===== src/rtl/random_number_gen_if.sv =====
// Request/sample handshake bundle for random_number_gen.
//   req     : request one sample (honoured only while the generator is idle)
//   load    : load seed into the LFSR on this edge
//   seed    : seed value used with load (0 is remapped to 1)
//   offset  : add the configured offset to every candidate
//   busy    : high while a draw is in progress
//   valid   : one-cycle pulse when data is updated
//   data    : last accepted sample, held between pulses
//   clamped : qualifies valid; data was forced to the limit
interface random_number_gen_if #(
    parameter int WIDTH  = 10,
    parameter int DATA_W = 10
);
    logic              req;
    logic              load;
    logic [WIDTH-1:0]  seed;
    logic              offset;
    logic              busy;
    logic              valid;
    logic [DATA_W-1:0] data;
    logic              clamped;

    modport master (
        output req, load, seed, offset,
        input  busy, valid, data, clamped
    );

    modport slave (
        input  req, load, seed, offset,
        output busy, valid, data, clamped
    );
endinterface


===== src/rtl/random_number_gen.sv =====
// Pseudo-random sample source: a free-running Fibonacci LFSR feeds a
// scaled/offset candidate that is accepted when it does not exceed LIMIT.
// Rejected candidates are redrawn on following cycles; after MAX_TRIES
// rejections the output clamps to LIMIT and clamped is raised.
//   clock : system clock, rising edge
//   reset : asynchronous, active-low
//   bus   : random_number_gen_if slave (req/load/seed/offset in,
//           busy/valid/data/clamped out)
//
// state | meaning
// IDLE  | waiting for req; LFSR free-runs
// DRAW  | evaluating one candidate per cycle until accept or clamp
module random_number_gen #(
    parameter int               WIDTH      = 10,
    parameter logic [WIDTH-1:0] TAPS       = 10'h240,
    parameter logic [WIDTH-1:0] RESET_SEED = 10'd1,
    parameter int               SAMPLE_W   = 8,
    parameter int               SHIFT      = 2,
    parameter int               OFFSET     = 300,
    parameter int               DATA_W     = 10,
    parameter int               LIMIT      = 1023,
    parameter int               MAX_TRIES  = 4
) (
    input  logic                 clock,
    input  logic                 reset,
    random_number_gen_if.slave   bus
);

    // Two guard bits above DATA_W keep the shifted+offset candidate exact.
    localparam int CAND_W = DATA_W + 2;
    localparam int TRY_W  = (MAX_TRIES > 1) ? $clog2(MAX_TRIES) : 1;
    localparam logic [TRY_W-1:0] LAST_TRY = TRY_W'(MAX_TRIES - 1);

    typedef enum logic {IDLE, DRAW} fsm_t;

    fsm_t              fsm_q,     fsm_d;
    logic [WIDTH-1:0]  state_q,   state_d;
    logic [TRY_W-1:0]  try_q,     try_d;
    logic [DATA_W-1:0] data_q,    data_d;
    logic              valid_q,   valid_d;
    logic              clamped_q, clamped_d;
    logic              busy_q,    busy_d;

    logic [WIDTH-1:0]  state_adv;
    logic [CAND_W-1:0] cand;
    logic              accept;

    always_comb begin
        state_adv = {state_q[WIDTH-2:0], ^(state_q & TAPS)};
        // A zero seed would lock the LFSR up, so it is remapped to 1.
        if (bus.load)
            state_d = (bus.seed == '0) ? WIDTH'(1) : bus.seed;
        else
            state_d = state_adv;
    end

    always_comb begin
        cand   = (CAND_W'(state_q[SAMPLE_W-1:0]) << SHIFT)
               + (bus.offset ? CAND_W'(OFFSET) : '0);
        accept = (cand <= CAND_W'(LIMIT));
    end

    always_comb begin
        fsm_d     = fsm_q;
        try_d     = try_q;
        data_d    = data_q;
        valid_d   = 1'b0;
        clamped_d = 1'b0;
        case (fsm_q)
            IDLE: begin
                if (bus.req) begin
                    fsm_d = DRAW;
                    try_d = '0;
                end
            end
            DRAW: begin
                if (accept) begin
                    data_d  = cand[DATA_W-1:0];
                    valid_d = 1'b1;
                    fsm_d   = IDLE;
                end else if (try_q == LAST_TRY) begin
                    data_d    = DATA_W'(LIMIT);
                    valid_d   = 1'b1;
                    clamped_d = 1'b1;
                    fsm_d     = IDLE;
                end else begin
                    try_d = try_q + TRY_W'(1);
                end
            end
            default: fsm_d = IDLE;
        endcase
        busy_d = (fsm_d == DRAW);
    end

    always_ff @(posedge clock or negedge reset) begin
        if (!reset) begin
            fsm_q     <= IDLE;
            state_q   <= RESET_SEED;
            try_q     <= '0;
            data_q    <= '0;
            valid_q   <= 1'b0;
            clamped_q <= 1'b0;
            busy_q    <= 1'b0;
        end else begin
            fsm_q     <= fsm_d;
            state_q   <= state_d;
            try_q     <= try_d;
            data_q    <= data_d;
            valid_q   <= valid_d;
            clamped_q <= clamped_d;
            busy_q    <= busy_d;
        end
    end

    assign bus.busy    = busy_q;
    assign bus.valid   = valid_q;
    assign bus.data    = data_q;
    assign bus.clamped = clamped_q;

endmodule


===== src/flat_wrapper.sv =====
// flat-port wrapper written by rule: the top's interface ports become plain ports
module random_number_gen_flat 
#(
    parameter int               WIDTH      = 10,
    parameter logic [WIDTH-1:0] TAPS       = 10'h240,
    parameter logic [WIDTH-1:0] RESET_SEED = 10'd1,
    parameter int               SAMPLE_W   = 8,
    parameter int               SHIFT      = 2,
    parameter int               OFFSET     = 300,
    parameter int               DATA_W     = 10,
    parameter int               LIMIT      = 1023,
    parameter int               MAX_TRIES  = 4
)
  (clock, reset, bus_req, bus_load, bus_seed, bus_offset, bus_busy, bus_valid, bus_data, bus_clamped);
  random_number_gen_if #(.WIDTH(WIDTH), .DATA_W(DATA_W)) bus_i ();
  input  logic clock;
  input  logic reset;
  input wire logic [$bits(bus_i.req)-1:0] bus_req;
  input wire logic [$bits(bus_i.load)-1:0] bus_load;
  input wire logic [$bits(bus_i.seed)-1:0] bus_seed;
  input wire logic [$bits(bus_i.offset)-1:0] bus_offset;
  output wire logic [$bits(bus_i.busy)-1:0] bus_busy;
  output wire logic [$bits(bus_i.valid)-1:0] bus_valid;
  output wire logic [$bits(bus_i.data)-1:0] bus_data;
  output wire logic [$bits(bus_i.clamped)-1:0] bus_clamped;
  assign bus_i.req = bus_req;
  assign bus_i.load = bus_load;
  assign bus_i.seed = bus_seed;
  assign bus_i.offset = bus_offset;
  assign bus_busy = bus_i.busy;
  assign bus_valid = bus_i.valid;
  assign bus_data = bus_i.data;
  assign bus_clamped = bus_i.clamped;
  random_number_gen #(.WIDTH(WIDTH), .TAPS(TAPS), .RESET_SEED(RESET_SEED), .SAMPLE_W(SAMPLE_W), .SHIFT(SHIFT), .OFFSET(OFFSET), .DATA_W(DATA_W), .LIMIT(LIMIT), .MAX_TRIES(MAX_TRIES)) u_core (.clock(clock), .reset(reset), .bus(bus_i));
endmodule

===== config.mk =====
export PLATFORM = sky130hd
export DESIGN_NAME = random_number_gen_flat
export DESIGN_NICKNAME = d
export VERILOG_FILES = /design/src/rtl/random_number_gen_if.sv /design/src/rtl/random_number_gen.sv /design/src/flat_wrapper.sv
export SDC_FILE = /design/constraint.sdc
export NUM_CORES = 1
export LEC_CHECK = 0
export CORE_MARGIN = 4
export CORE_UTILIZATION = 30
export CTS_CLUSTER_SIZE = 14
export DETAILED_ROUTE_END_ITERATION = 12
export GPL_ROUTABILITY_DRIVEN = 0
export SLEW_MARGIN = 20
export SYNTH_ARGS = -nofsm -noshare
export SYNTH_HDL_FRONTEND = slang
export SYNTH_SLANG_ARGS = --single-unit

===== constraint.sdc =====
create_clock -name clock -period 2.3 [get_ports clock]
set_input_delay 0.575 -clock clock [delete_from_list [all_inputs] [get_ports clock]]
set_output_delay 0.575 -clock clock [all_outputs]
set_load 0.1 [all_outputs]

==> results of run 1 <==
area by class of cell:
| cell class | instances | share of cell area, % |
|---|---|---|
| Clock buffer | 3 | 2.400 |
| Clock inverter | 1 | 1.745 |
| Inverter | 2 | 0.4364 |
| Multi-Input combinational cell | 82 | 36.80 |
| Sequential cell | 24 | 34.98 |
| Tap cell | 50 | 3.636 |
| Timing Repair Buffer | 37 | 20.00 |
how the worst max path moves through the flow:
| stage | from | end | slack [ns] | cells past startpoint |
|---|---|---|---|---|
| 2_1_floorplan | bus_offset | u_core.bus.data[9] | 0.15 | 6 |
| 4_1_cts | bus_offset | u_core.bus.data[7] | -0.01 | 8 |
| 5_1_grt | u_core.state_q[0] | u_core.try_q[0] | 0.19 | 7 |
| 3_3_place_gp | bus_offset | u_core.try_q[0] | -0.37 | 8 |
| 3_5_place_dp | bus_offset | u_core.try_q[0] | -0.40 | 8 |
| 6_report | bus_offset | u_core.try_q[0] | 0.26 | 8 |
through the flow:
stage                     power (uW)  instances  worst slack (ns)  utilization [%]  hold WS [ns]
after floorplan                 1120        113            0.1536                -        0.2794
after global placement          1317        195           -0.3699            40.25        0.4715
after detailed placement        1333        195           -0.4021            40.25        0.4740
after CTS                       1717        199          -0.01239            42.42        0.5097
after global routing            1785        199            0.1904            42.70        0.5172
final                           1706        199            0.2614            42.70        0.5055
layout by cell type, fill, tap and decap left out, types with 2 or more instances in the layout:
cell              n
nand3_1           2
nor3b_1           2
a21oi_1           3
buf_12            2
mux2_2            8
xor2_1            3
clkdlybuf4s50_1  13
nor2_1           17
o21ai_0           4
a31oi_1           2
a21o_1            3
nor4_1            2
a21oi_2           4
nand2_1           8
clkbuf_8          3
ha_1              4
inv_1             2
xnor2_1           2
o21a_1            2
buf_4            20
dfrtp_1          23
logic make-up (layout without fill, tap and decap cells):
family                     Yosys count  after routing  synth area share, %
muxes                                9              9                8.000
DFF                                 24             24                48.10
buffers and inverters                7             43                3.000
AOI/OAI and AO/OA                   24             24                16.80
xor gates and xnor gates             5              5                3.501
and+or+nand+nor                     38             38                14.00
adders and majority gates            6              6                6.600
repair_timing:
| item | in CTS | in global routing |
|---|---|---|
| setup endpoints to repair | 8 | 10 |
| resized for setup | 3 | 3 |
| pin swaps | 1 | 4 |
critical path: stages:
cell and delay, ns:
dlymetal6s2s_1 0.14, ha_2 0.20, fa_2 0.41, a31oi_4 0.28, buf_6 0.15, o32ai_4 0.10, xor2_1 0.16, a21o_1 0.19
flip-flops by register name, indices dropped and copies added, names as in the netlist:
| signal | cells |
|---|---|
| u_core.bus.data | 9 |
| u_core.bus.clamped | 1 |
| u_core.try_q | 2 |
| u_core.state_q | 10 |
| u_core.bus.valid | 1 |
| u_core.fsm_q | 1 |
power groups by stage:
stage	Combinational [uW]	Sequential, uW	Clock [uW]
3_3_place_gp	758	559	0
6_report	773	556	376
4_1_cts	775	556	386
2_1_floorplan	194	926	0
5_1_grt	810	567	408
3_5_place_dp	768	564	0
metal layers:
metal | part of all wire (%) | wire length [um] | vias to the layer above | track usage, %
met3 | 4.4 | 121 | 4 | 2.066
met2 | 49 | 1329 | 23 | 18.24
met5 | 0 | 0 | - | 0
met4 | 1.4 | 38 | 0 | 4.918
li1 | - | - | 470 | -
met1 | 46 | 1248 | 453 | 14.34
==> impl_metrics.py, run 1 <==
metrics = {
    "global_routing": {
        "grt_antenna_before_repair": 0,
        "grt_pass1_wl_um": 4567,
        "gr-total-overflow": 0,
        "grt_usage_pct": 11.16,
        "first_global_vias": 966,
        "grt_max_degree": 25,
    },
    "clock_network": {
        "post_cts_buffers": 0,
        "cts.sinks": 24,
        "cts_buffer_depth": 2,
        "cts_root_buf": "clkbuf_8",
        "tritoncts": "done",
        "cts_buffers": 3,
        "ctsHtreeMaxLevel": 1,
        "ctsHoldBuffers": 0,
        "cts.reportedPaths.clkPinSlew_ns": 0.09,
        "clk_latency_ns": 0.27,
    },
    "final_layout": {
        "ff_latch_area_um2": 601.8,
        "area_delta_synth_final_pct": 37.50,
        "multiInputGateArea_um2": 633.1,
        "drive_above_1_share_pct": 31.54,
        "antenna_cells": 0,
        "final_area_um2": 1720,
        "layout.nets": 171,
        "fillers": 393,
    },
    "synthesis": {
        "yosys_register_bits": 24,
        "synth_common_cells": "dfrtp_1, nor2_1, mux2_2, nand2_1, ha_1",
        "ys.flop_type": "dfrtp_1",
        "async_flop_share_pct": 100.0,
        "avgSynthCellArea_um2": 11.07,
        "seq_area_frac_synth_pct": 48.10,
        "synth_edf_count": 0,
        "synth.cell_area_um2": 1251,
        "syn-num-nets": 134,
        "synth_area_leader_cell": "dfrtp_1",
        "synth.area.top_cells": "dfrtp_1, mux2_2, nor2_1",
        "synth_warnings": 0,
        "yosysMostFrequentCell": "dfrtp_1",
        "synth_cell_type_count": 36,
        "synthCells": 113,
        "synth_top_area_share_pct": 46.00,
    },
    "drt": {
        "dr.first_iter.drc_count": 27,
        "vias": 950,
        "wl_um": 2738,
        "drtAntennaViolNets": 0,
        "wl_per_cell_um": 13.76,
        "routed_via_density": 4.774,
        "dr.pass1.iters": 4,
        "drc": 0,
    },
    "min_path": {
        "hold_depth": 1,
        "hp-class": "register to register",
        "holdPathEnd": "u_core.state_q[9]",
        "hp-start": "u_core.state_q[8]",
    },
    "power": {
        "vdd_drop_max_mv": 0.2923,
        "swShare_pct": 43.72,
        "cellPowerDensity_nw_per_um2": 991.7,
        "leakagePower_uw": 0.0007587,
        "switching_power_uw": 746.0,
        "combPwrFrac_pct": 45.3,
        "p_seq_share_pct": 32.6,
        "clkPwrFrac_pct": 22.1,
        "intPower_uw": 960.1,
    },
    "die": {
        "dieHeight_um": 72.58,
        "start_util_pct": 31.06,
        "rows": 23,
        "coreArea_um2": 4029,
        "die-area_um2": 5268,
        "ioPinCount": 28,
        "die_w_um": 72.58,
    },
    "setup_path": {
        "rrSetupSlack_ns": 0.29,
        "cp-start-kind": "input port",
        "r2r_end": "u_core.try_q[0]",
        "required_ns": 2.47,
        "endpoint_kind": "register",
        "crit_type": "input port to register",
        "r2r_cells": 7,
        "cp_max_fo": 4,
        "worstPathArrival_ns": 2.20,
        "crit-reg2reg-launch": "u_core.state_q[0]",
    },
    "place": {
        "hpwl_um": 2095,
        "placed_cell_area_um2": 1622,
        "portBuffers": 27,
    },
    "sta": {
        "final_max_slew_viol_count": 0,
        "fmax_mhz": 490.5,
        "finalHoldViolCount": 0,
        "rsz0062_at_grt": "false",
        "fin_skew_ns": 0.004983,
        "finalCritPeriodShare_pct": 88.63,
        "setup_viol": 0,
        "setup_tns_ns": 0,
        "slew_headroom_pct": 67.58,
        "min_period_ns": 2.039,
        "worstMarginPinSlew_ns": 0.4848,
    },
    "status": {
        "run_status": "finished, final reports clean",
    },
    "run": {
        "cap_violations": 0,
    },
}
No activity file was read; power rests on OpenSTA's default activity.
==> inputs of run 2 (changes only) <==
MAX_ROUTING_LAYER = met4   (was unset)
==> impl_metrics.py, run 2 (same netlist as run 1, synthesis figures left out) <==
metrics = {
    "setup_path": {
        "crit_type": "input port to register",
        "cp_max_fo": 4,
        "endpoint_kind": "register",
        "cp-start-kind": "input port",
        "endpoint": "u_core.try_q[0]",
        "worstPathArrival_ns": 2.21,
        "required_ns": 2.47,
        "r2r_end": "u_core.try_q[0]",
        "r2r_cells": 7,
        "crit-reg2reg-launch": "u_core.state_q[0]",
        "rrSetupSlack_ns": 0.29,
        "crit_start": "bus_offset",
    },
    "final_layout": {
        "layout.nets": 171,
        "top_register": "u_core.state_q",
        "area_delta_synth_final_pct": 37.50,
        "drive_above_1_share_pct": 31.54,
        "antenna_cells": 0,
        "finish.utilization_pct": 42.70,
        "final_cell_mix": "dfrtp_1, buf_4, nor2_1, clkdlybuf4s50_1",
        "largest_register_ffs": 10,
        "layout_commonest_cell": "dfrtp_1",
    },
    "drt": {
        "vias": 951,
        "routed_via_density": 4.779,
        "dr.pass1.iters": 4,
        "dr.first_iter.drc_count": 27,
        "drtAntennaViolNets": 0,
        "wl_um": 2732,
        "drc": 0,
        "wl_per_cell_um": 13.73,
    },
    "sta": {
        "min_period_ns": 2.039,
        "slew_headroom_pct": 67.42,
        "fin_skew_ns": 0.004854,
        "setup_viol": 0,
        "final_max_slew_viol_count": 0,
        "finalHoldViolCount": 0,
        "rsz0062_at_grt": "false",
        "fmax_mhz": 490.5,
        "fin_ws_ns": 0.2613,
        "worstMarginPinSlew_ns": 0.4872,
        "finalCritPeriodShare_pct": 88.64,
    },
    "global_routing": {
        "gr-total-overflow": 0,
        "grt_antenna_before_repair": 0,
        "grt_usage_pct": 11.48,
        "grt_max_degree": 25,
        "first_global_vias": 963,
        "grt_pass1_wl_um": 4567,
    },
    "power": {
        "cellPowerDensity_nw_per_um2": 991.8,
        "vdd_drop_max_mv": 0.2929,
        "combPwrFrac_pct": 45.3,
        "swShare_pct": 43.73,
        "switching_power_uw": 746.2,
        "leakagePower_uw": 0.0007587,
        "p_seq_share_pct": 32.6,
        "clkPwrFrac_pct": 22.1,
        "intPower_uw": 960.1,
    },
    "run": {
        "cap_violations": 0,
    },
    "clock_network": {
        "ctsHtreeMaxLevel": 1,
        "ctsHoldBuffers": 0,
        "cts_buffer_depth": 2,
        "clk_latency_ns": 0.27,
        "cts.reportedPaths.clkPinSlew_ns": 0.09,
        "post_cts_buffers": 0,
        "tritoncts": "done",
        "cts_root_buf": "clkbuf_8",
        "cts.sinks": 24,
        "cts_buffers": 3,
    },
    "die": {
        "dieHeight_um": 72.58,
        "die-area_um2": 5268,
        "rows": 23,
        "coreArea_um2": 4029,
        "die_w_um": 72.58,
        "start_util_pct": 31.06,
        "ioPinCount": 28,
    },
    "status": {
        "run_status": "finished, final reports clean",
    },
    "place": {
        "portBuffers": 27,
        "hpwl_um": 2095,
        "dp_slack_ns": -0.4021,
    },
    "min_path": {
        "hp-class": "register to register",
    },
}
-- run 2: cell type report --
class	count	area, um^2
fillers	393	2308
well taps	50	62.56
flip-flops and latches	24	601.8
multi-input cells	82	633.1
repair buffers	37	344.1
inverters	2	7.507
clock buffers	3	41.29
clock inverters	1	30.03
-- run 2: repair_timing --
action | 4_1_cts | 5_1_grt
gates resized for setup | 3 | 3
pin swaps | 1 | 4
setup endpoints to repair | 8 | 10
cloned | 0 | 0
-- run 2: how the worst min path moves through the flow --
stage	endpoint	cells past startpoint	slack, ns	startpoint
after global placement	u_core.state_q[9]	1	0.47	u_core.state_q[8]
after floorplan	u_core.bus.clamped	0	0.28	reset
after detailed placement	u_core.state_q[9]	1	0.47	u_core.state_q[8]
after global routing	u_core.state_q[9]	1	0.52	u_core.state_q[8]
final	u_core.state_q[9]	1	0.51	u_core.state_q[8]
after CTS	u_core.state_q[9]	1	0.51	u_core.state_q[8]
-- run 2: layer usage --
metal | GRT usage [%] | wire length [um]
met1 | 14.34 | 1242
met2 | 18.24 | 1330
met3 | 2.066 | 121
met4 | 4.918 | 38
met5 | - | 0
-- run 2: power groups by stage --
stage               sequential, uW  clock [uW]  combinational [uW]
floorplan                      926           0                 194
global placement               559           0                 758
detailed placement             564           0                 768
CTS                            556         386                 775
global route                   567         408                 810
finish                         556         377                 773
-- run 2: per-stage QoR --
stage / setup TNS [ns] / cell area, um^2 / cells / hold WS (ns) / power, uW
floorplan: 0 / 1251 / 113 / 0.2794 / 1120
global placement: -3.776 / 1622 / 195 / 0.4715 / 1317
detailed placement: -4.014 / 1622 / 195 / 0.4740 / 1333
CTS: -0.01239 / 1709 / 199 / 0.5097 / 1717
global route: 0 / 1720 / 199 / 0.5172 / 1785
finish: 0 / 1720 / 199 / 0.5055 / 1706
-- run 2: worst max-delay path: stages --
cell,delay (ns)
dlymetal6s2s_1,0.14
ha_2,0.20
fa_2,0.41
a31oi_4,0.28
buf_6,0.15
o32ai_4,0.10
xor2_1,0.16
a21o_1,0.19
==> inputs of run 3 (changes only) <==
REMOVE_ABC_BUFFERS = 1   (was unset)
SETUP_SLACK_MARGIN = 0.1   (was unset)
==> impl_metrics.py, run 3 (same netlist as run 1, synthesis figures left out) <==
metrics = {
    "global_routing": {
        "gr-total-overflow": 0,
        "grt_pass1_wl_um": 4526,
        "grt_antenna_before_repair": 0,
        "first_global_vias": 1001,
        "grt_max_degree": 25,
        "grt_usage_pct": 11.16,
    },
    "drt": {
        "vias": 948,
        "dr.pass1.iters": 4,
        "wl_um": 2570,
        "drtAntennaViolNets": 0,
        "drc": 0,
        "dr.first_iter.drc_count": 16,
        "wl_per_cell_um": 12.79,
        "routed_via_density": 4.716,
    },
    "sta": {
        "worstMarginPinSlew_ns": 0.4700,
        "fin_ws_ns": 0.2115,
        "setup_tns_ns": 0,
        "finalCritPeriodShare_pct": 90.81,
        "rsz0062_at_grt": "false",
        "fmax_mhz": 478.8,
        "final_max_slew_viol_count": 0,
        "finalHoldViolCount": 0,
        "whs_ns": 0.5026,
        "setup_viol": 0,
        "slew_headroom_pct": 68.57,
        "fin_skew_ns": 0.0007997,
        "min_period_ns": 2.089,
    },
    "place": {
        "hpwl_um": 2139,
        "dp_slack_ns": -0.4085,
        "portBuffers": 27,
        "placed_cell_area_um2": 1624,
    },
    "clock_network": {
        "cts_buffer_depth": 2,
        "cts.sinks": 24,
        "ctsResizeCount": 4,
        "post_cts_buffers": 0,
        "tritoncts": "done",
        "ctsHtreeMaxLevel": 1,
        "cts.reportedPaths.clkPinSlew_ns": 0.08,
        "clk_latency_ns": 0.26,
        "cts_root_buf": "clkbuf_8",
        "ctsHoldBuffers": 0,
        "cts_buffers": 3,
    },
    "final_layout": {
        "area_delta_synth_final_pct": 34.80,
        "layout.nets": 173,
        "top_register": "u_core.state_q",
        "final_cell_mix": "buf_4, dfrtp_1, nor2_1, clkdlybuf4s50_1",
        "largest_register_ffs": 10,
        "drive_above_1_share_pct": 31.79,
        "antenna_cells": 0,
        "fillers": 396,
        "final_area_um2": 1687,
    },
    "setup_path": {
        "crit_type": "input port to register",
        "cp_max_fo": 5,
        "cp-start-kind": "input port",
        "worstPathArrival_ns": 2.24,
        "required_ns": 2.46,
        "endpoint_kind": "register",
    },
    "die": {
        "coreArea_um2": 4029,
        "start_util_pct": 31.06,
        "die_w_um": 72.58,
        "rows": 23,
        "dieHeight_um": 72.58,
        "ioPinCount": 28,
        "die-area_um2": 5268,
    },
    "min_path": {
        "hp-class": "register to register",
    },
    "run": {
        "cap_violations": 0,
    },
    "power": {
        "fin_total_pwr_uw": 1593,
        "cellPowerDensity_nw_per_um2": 944.3,
        "vdd_drop_max_mv": 0.3906,
        "leakagePower_uw": 0.0007456,
    },
    "status": {
        "run_status": "finished, final reports clean",
    },
}
-- run 3: worst paths after layout --
kind / from / to / slack, ns / depth (start not counted)
max reg2reg: u_core.state_q[0] / u_core.bus.data[7] / 0.37 / 7
max: bus_offset / u_core.bus.data[9] / 0.21 / 7
min reg2reg: u_core.state_q[8] / u_core.state_q[9] / 0.50 / 1
min in group asynchronous: reset / u_core.bus.data[3] / 0.67 / 2
max in group asynchronous: reset / u_core.state_q[0] / 1.34 / 2
min: u_core.state_q[8] / u_core.state_q[9] / 0.50 / 1
-- run 3: metrics by stage --
step	std cells	util (%)
6_report	201	41.86
5_1_grt	201	41.86
4_1_cts	201	41.86
3_5_place_dp	197	40.31
3_3_place_gp	197	40.31
2_1_floorplan	108	-
-- run 3: worst max-delay path, stage by stage --
cell and delay [ns]:
dlygate4sd2_1 0.26, buf_4 0.16, fa_2 0.41, a31oi_4 0.27, nand4b_1 0.11, or3_1 0.33, o211a_1 0.12
-- run 3: final cells by class --
type                       count  area, um^2  area share (%)
multi-input combinational     82       616.8           36.57
tap                           50       62.56           3.709
clock buffer                   4       55.05           3.264
inverter                       2       7.507          0.4451
sequential                    24       601.8           35.68
timing repair buffer          39       342.8           20.33
-- run 3: layer usage --
metal | track usage, % | vias up | routed length, um
li1 | - | 469 | -
met1 | 14.36 | 437 | 1145
met2 | 17.13 | 38 | 1192
met3 | 3.306 | 4 | 193
met4 | 3.074 | 0 | 39
met5 | - | - | 0
-- run 3: power breakdown --
group,leakage (uW),switching [uW],internal (uW)
clock,0.0000288,123,153
combinational,0.000432,538,226
sequential,0.000285,57.3,496
total,0.000746,718,875
==> patch 1 (flow settings as in run 2) <==
`OFFSET` is set to 300 in 2 places; all go to 150.
--- a/src/rtl/random_number_gen.sv
+++ b/src/rtl/random_number_gen.sv
@@ -16,7 +16,7 @@
     parameter logic [WIDTH-1:0] RESET_SEED = 10'd1,
     parameter int               SAMPLE_W   = 8,
     parameter int               SHIFT      = 2,
-    parameter int               OFFSET     = 300,
+    parameter int               OFFSET     = 150,
     parameter int               DATA_W     = 10,
     parameter int               LIMIT      = 1023,
     parameter int               MAX_TRIES  = 4
--- a/src/flat_wrapper.sv
+++ b/src/flat_wrapper.sv
@@ -6,7 +6,7 @@
     parameter logic [WIDTH-1:0] RESET_SEED = 10'd1,
     parameter int               SAMPLE_W   = 8,
     parameter int               SHIFT      = 2,
-    parameter int               OFFSET     = 300,
+    parameter int               OFFSET     = 150,
     parameter int               DATA_W     = 10,
     parameter int               LIMIT      = 1023,
     parameter int               MAX_TRIES  = 4
Check against the original RTL: not equivalent (a bounded check fails within 4 cycles, from zero or initial values and one cycle with reset low).
==> patch 1 against run 2 <==
  * Area after synthesis down 3.8%
  * Setup slack worse by 0.16 ns
  * Clock skew down 0.0019 ns
  * Design area down 7.2%
  * First-iteration DRC count up 15%
  * Power down 12%
  * Sequential cell count up 1
  * Clock power down 31%
  * Wire length down 12%
==> patch 1: results (changes against run 2) <==
stage,metric,value,unit,change
status,outcome,completed,,unchanged
grt,antenna violations before repair,0,,unchanged
sta,relative slew slack,0.593,,was 0.674
setup_path,CP arrival,2.35,ns,was 2.21 ns
routing,via/cell ratio,4.88,,was 4.78
final_layout,share of cells above drive strength 1,0.313,,was 0.315
final_layout,ANT cells,0,,unchanged
power,leakage,0.679,nW,was 0.759 nW
grt,first-pass GRT wire length,4090,um,was 4570 um
place,Post-Place Worst Slack,-0.444,ns,was -0.402 ns
setup_path,worst r2r src,u_core.state_q[0],,unchanged
sta,clock skew after layout,0.00292,ns,was 0.00485 ns
setup_path,reg2reg setup slack,0.26,ns,was 0.29 ns
place,placed inst area,1550,um^2,was 1620 um^2
setup_path,CP max FO,5,,was 4
synthesis,post-synthesis sequential area ratio,0.521,,was 0.481
synthesis,post-synth cell types,31,,was 36
synthesis,synth warn,0,,unchanged
cts,root buf cell,clkbuf_8,,unchanged
place,number of port buffers,27,,unchanged
worst_hold_path,hold endpoint,u_core.state_q[9],,unchanged
cts,Inserted Clock Buffers,3,,unchanged
cts,clk buf depth,2,,unchanged
routing,drt pass-1 iters,2,,was 4
worst_hold_path,Worst Hold Class,flop to flop,,unchanged
synthesis,most frequent cells after synthesis,"24 x dfrtp_1, 10 x mux2_2, 7 x o22a_1",,"was 23 x dfrtp_1, 17 x nor2_1, 8 x mux2_2, 8 x nand2_1, 5 x ha_1"
final_layout,Post-layout nets,152,,was 171
grt,largest net degree at the start of global routing,26,,was 25
grt,GRT Util Overall,0.104,,was 0.115
setup_path,Reg2Reg Depth,6,,was 7
synthesis,Avg Synthesized Cell Area,12.8,um^2,was 11.1 um^2
cts,htree depth,1,,unchanged
routing,DR iter-0 viols,31,,was 27
setup_path,r2r endpoint,u_core.try_q[1],,was u_core.try_q[0]
final_layout,FILL cells,352,,was 393
worst_hold_path,Hold Startpoint,u_core.state_q[8],,unchanged
place,hpwl dp,1880,um,was 2100 um
routing,wire per inst,13.4,um,was 13.7 um
worst_hold_path,Hold Path Cell Cnt,1,,unchanged
synthesis,Post-Syn Nets,114,,was 134
sta,hold_ws,0.487,ns,was 0.506 ns
cts,"Clk pin slew, worst setup/hold paths",0.08,ns,
synthesis,Synth area leaders,"dfrtp_1 50%, mux2_2 9.4%, ha_1 5.2%",,"was dfrtp_1 46%, mux2_2 7.2%, nor2_1 5.1%"
power,Peak VDD IR,0.000254,V,was 0.000293 V
synthesis,Async SR Flop Fraction,1.00,,unchanged
sta,Final setup viols,0,,unchanged
grt,vias in the first global route,928,,was 963
power,Pint,833,uW,was 960 uW
cts,Clock Latency Late Sink,0.27,ns,about the same
final_layout,fin cells,179,,was 199
routing,# DRC,0,,unchanged
-- patch 1: cell type report --
type	count	area, um^2	area share
sequential	25	627	0.393
multi-input combinational	65	557	0.349
inverter	1	3.75	0.00235
clock buffer	4	45.0	0.0282
timing repair buffer	36	304	0.190
tap	48	60.1	0.0376
-- patch 1: worst max-delay path, cell delays in order --
cell	delay, ns
dlygate4sd2_1	0.26
ha_2	0.20
ha_1	0.20
a21o_4	0.24
a41oi_4	0.25
mux2_2	0.37
mux2_4	0.25
-- patch 1: cells by family (layout without fill, tap and decap cells) --
logic type	after synthesis	count (layout)	share of synthesized area
flip-flops	25	25	0.521
multiplexers	12	12	0.119
buffers and inverters	4	41	0.0187
adder cells (fa/ha/maj)	5	5	0.0520
AND/OR/NAND/NOR	23	23	0.101
XOR/XNOR	5	5	0.0364
AO/OA/AOI/OAI	20	20	0.153
-- patch 1: worst max-delay path by stage --
stage               slack, ns       start            endpoint  cells past startpoint
floorplan                0.07  bus_offset  u_core.bus.data[8]                      6
global placement        -0.38  bus_offset  u_core.bus.data[8]                      7
detailed placement      -0.44  bus_offset  u_core.bus.data[8]                      7
CTS                      0.10  bus_offset  u_core.bus.data[8]                      7
global route             0.05  bus_offset  u_core.bus.data[8]                      7
finish                   0.11  bus_offset  u_core.bus.data[8]                      7
-- patch 1: per-layer routing --
| metal | part of all wire | vias up | global-route usage |
|---|---|---|---|
| li1 | - | 429 | - |
| met1 | 0.46 | 419 | 0.127 |
| met2 | 0.49 | 21 | 0.168 |
| met3 | 0.041 | 4 | 0.0168 |
| met4 | 0.015 | 0 | 0.0438 |
| met5 | 0 | - | - |
-- patch 1: power groups by stage --
stage,Clock [mW],Sequential (mW),Combinational [mW]
after CTS,0.268,0.569,0.676
after global placement,0,0.573,0.670
after global routing,0.283,0.578,0.701
after floorplan,0,0.914,0.159
final,0.259,0.567,0.670
after detailed placement,0,0.577,0.676
-- patch 1: repair_timing --
item / CTS / global route
hold endpoints to repair: 0 / 0
gates resized for setup: 2 / 0
endpoints found under the setup margin: 12 / 0
setup buffers: 0 / 0
==> patch 2 (config.mk and constraints of run 2) <==
Without the edit above. Make the reset (`reset`) synchronous in one clocked block. Comments in the files are not updated.
--- a/src/rtl/random_number_gen.sv
+++ b/src/rtl/random_number_gen.sv
@@ -92,7 +92,7 @@
         busy_d = (fsm_d == DRAW);
     end
 
-    always_ff @(posedge clock or negedge reset) begin
+    always_ff @(posedge clock) begin
         if (!reset) begin
             fsm_q     <= IDLE;
             state_q   <= RESET_SEED;
Check against the original RTL: differs if reset is asserted again (counterexample within 4 cycles, from zero or initial values and one cycle with reset low); with reset held inactive, the same outputs for 10 cycles.
==> patch 2 against run 2 <==
  * Hold slack worse by 0.013 ns
  * Design area down 0.44%
  * Sequential share of layout area down 6.9 points
  * Sequential cell count unchanged
  * Area after synthesis up 1.7%
  * Wire length up 2.4%
  * Critical path depth down 1
  * Setup slack worse by 0.021 ns
  * Register-to-register slack better by 0.07 ns
Power is not compared: it rests on default switching activity, and its combinational part moved more than twofold at a synthesized area within 25%.
==> patch 2: results (changes against run 2) <==
stage,metric,value,unit,change
grt,vias in the first global route,1095,,was 963
status,outcome,completed,,unchanged
synthesis,Synth area leaders,"dfxtp_1 38%, mux2i_1 7.9%, ha_1 4.9%",,"was dfrtp_1 46%, mux2_2 7.2%, nor2_1 5.1%"
grt,first-pass GRT wire length,4910,um,was 4570 um
setup_path,CP max FO,3,,was 4
setup_path,Critical Path Start,bus_offset,,unchanged
setup_path,Reg2Reg Depth,6,,was 7
grt,antenna violations before repair,0,,unchanged
setup_path,worst r2r src,u_core.state_q[0],,unchanged
sta,clock skew after layout,0.00507,ns,was 0.00485 ns
grt,GR Util met3,0.0193,,was 0.0207
setup_path,slowest CP cell,fa_2,,unchanged
grt,met2 usage,0.194,,was 0.182
place,hpwl dp,2160,um,was 2100 um
synthesis,Synth top area share,0.378,,was 0.460
grt,GRT Util Overall,0.118,,was 0.115
setup_path,"CP delay by family, top",simple AND/OR/NAND/NOR gates,,was adder cells
worst_hold_path,Hold Path Cell Cnt,2,,was 1
final_layout,share of cells above drive strength 1,0.237,,was 0.315
sta,relative slew slack,0.685,,was 0.674
synthesis,post-synthesis sequential area ratio,0.378,,was 0.481
cts,Clock Latency Late Sink,0.27,ns,about the same
grt,grt met1 use,0.144,,was 0.143
synthesis,synth warn,0,,unchanged
power,Peak VDD IR,0.000330,V,
final_layout,Post-layout nets,178,,was 171
synthesis,most frequent cells after synthesis,"24 x dfxtp_1, 10 x mux2i_1, 10 x nor2b_1",,"was 23 x dfrtp_1, 17 x nor2_1, 8 x mux2_2, 8 x nand2_1, 5 x ha_1"
synthesis,Post-Syn Nets,145,,was 134
cts,clk buf depth,2,,unchanged
routing,DR iter-0 viols,44,,was 27
cts,root buf cell,clkbuf_8,,unchanged
routing,via/cell ratio,5.08,,was 4.78
synthesis,Post-synth top flop,dfxtp_1,,was dfrtp_1
worst_hold_path,Hold Startpoint,u_core.state_q[8],,unchanged
routing,Routed WL,2800,um,was 2730 um
setup_path,CP arrival,2.23,ns,was 2.21 ns
power,leakage,0.681,nW,
synthesis,post-synth cell types,40,,was 36
synthesis,Async SR Flop Fraction,0,,was 1.00
cts,CTS Hold Bufs,0,,unchanged
cts,htree depth,1,,unchanged
[patch 2: cell types whose count changed after synthesis, sizes merged, moves of 3 or more]
cell	before	now
inv	2	5
nor2	17	7
a21oi	7	3
mux2	8	0
mux2i	1	10
o221a	0	5
dfrtp	23	0
dfxtp	0	24
nor2b	0	10
nand3b	0	3
[patch 2: per-layer routing]
metal | part of all wire | vias to the layer above
met3 | 0.033 | 4
met4 | 0.010 | 0
met1 | 0.46 | 513
met2 | 0.50 | 19
met5 | 0 | -
li1 | - | 510
[patch 2: worst reg2reg max path: stages (launching register included)]
cell,delay (ns)
dfxtp_1,0.34
ha_2,0.19
fa_2,0.42
or3b_1,0.41
nor4b_2,0.28
o311a_1,0.17
nor2_1,0.04
[patch 2: logic make-up (layout without fill, tap and decap cells)]
family / Yosys count / after routing / share of synthesized area
flops: 24 / 24 / 0.378
xor+xnor: 5 / 5 / 0.0344
buf+inv: 12 / 44 / 0.0423
mux: 10 / 10 / 0.0787
fa+ha+maj: 6 / 6 / 0.0649
simple gates: 40 / 40 / 0.189
compound gates: 27 / 27 / 0.213
[patch 2: worst paths after layout]
| path | to | slack (ns) |
|---|---|---|
| max | u_core.bus.data[9] | 0.24 |
| min | u_core.state_q[9] | 0.49 |
| max reg2reg | u_core.bus.data[9] | 0.36 |
| min reg2reg | u_core.state_q[9] | 0.49 |
[patch 2: area by class of cell]
class | instances | area [um^2]
clock inverter | 1 | 30.0
tap | 50 | 62.6
timing repair buffer | 35 | 317
sequential | 24 | 480
multi-input combinational | 88 | 763
inverter | 5 | 18.8
fill | 364 | 2340
clock buffer | 3 | 41.3
[patch 2: what timing repair did]
action | 4_1_cts | 5_1_grt
setup buffers | 0 | 1
resized for setup | 4 | 4
setup endpoints to repair | 5 | 5
pin swaps | 1 | 7
[patch 2: power breakdown]
part	switching (mW)	total [mW]	internal [mW]
sequential	0.0266	0.465	0.438
combinational	0.160	0.265	0.105
clock	0.139	0.371	0.233
[patch 2: metrics by stage]
| step | area, um^2 | instances | hold WS (ns) | worst slack (ns) | setup TNS (ns) |
|---|---|---|---|---|---|
| after global routing | 1710 | 206 | 0.546 | 0.161 | 0 |
| after global placement | 1600 | 201 | 0.475 | -0.336 | -3.58 |
| after detailed placement | 1600 | 201 | 0.472 | -0.415 | -4.15 |
| final | 1710 | 206 | 0.492 | 0.240 | 0 |
| after floorplan | 1270 | 124 | 0.459 | 0.136 | 0 |
| after CTS | 1690 | 205 | 0.495 | 0.0235 | 0 |
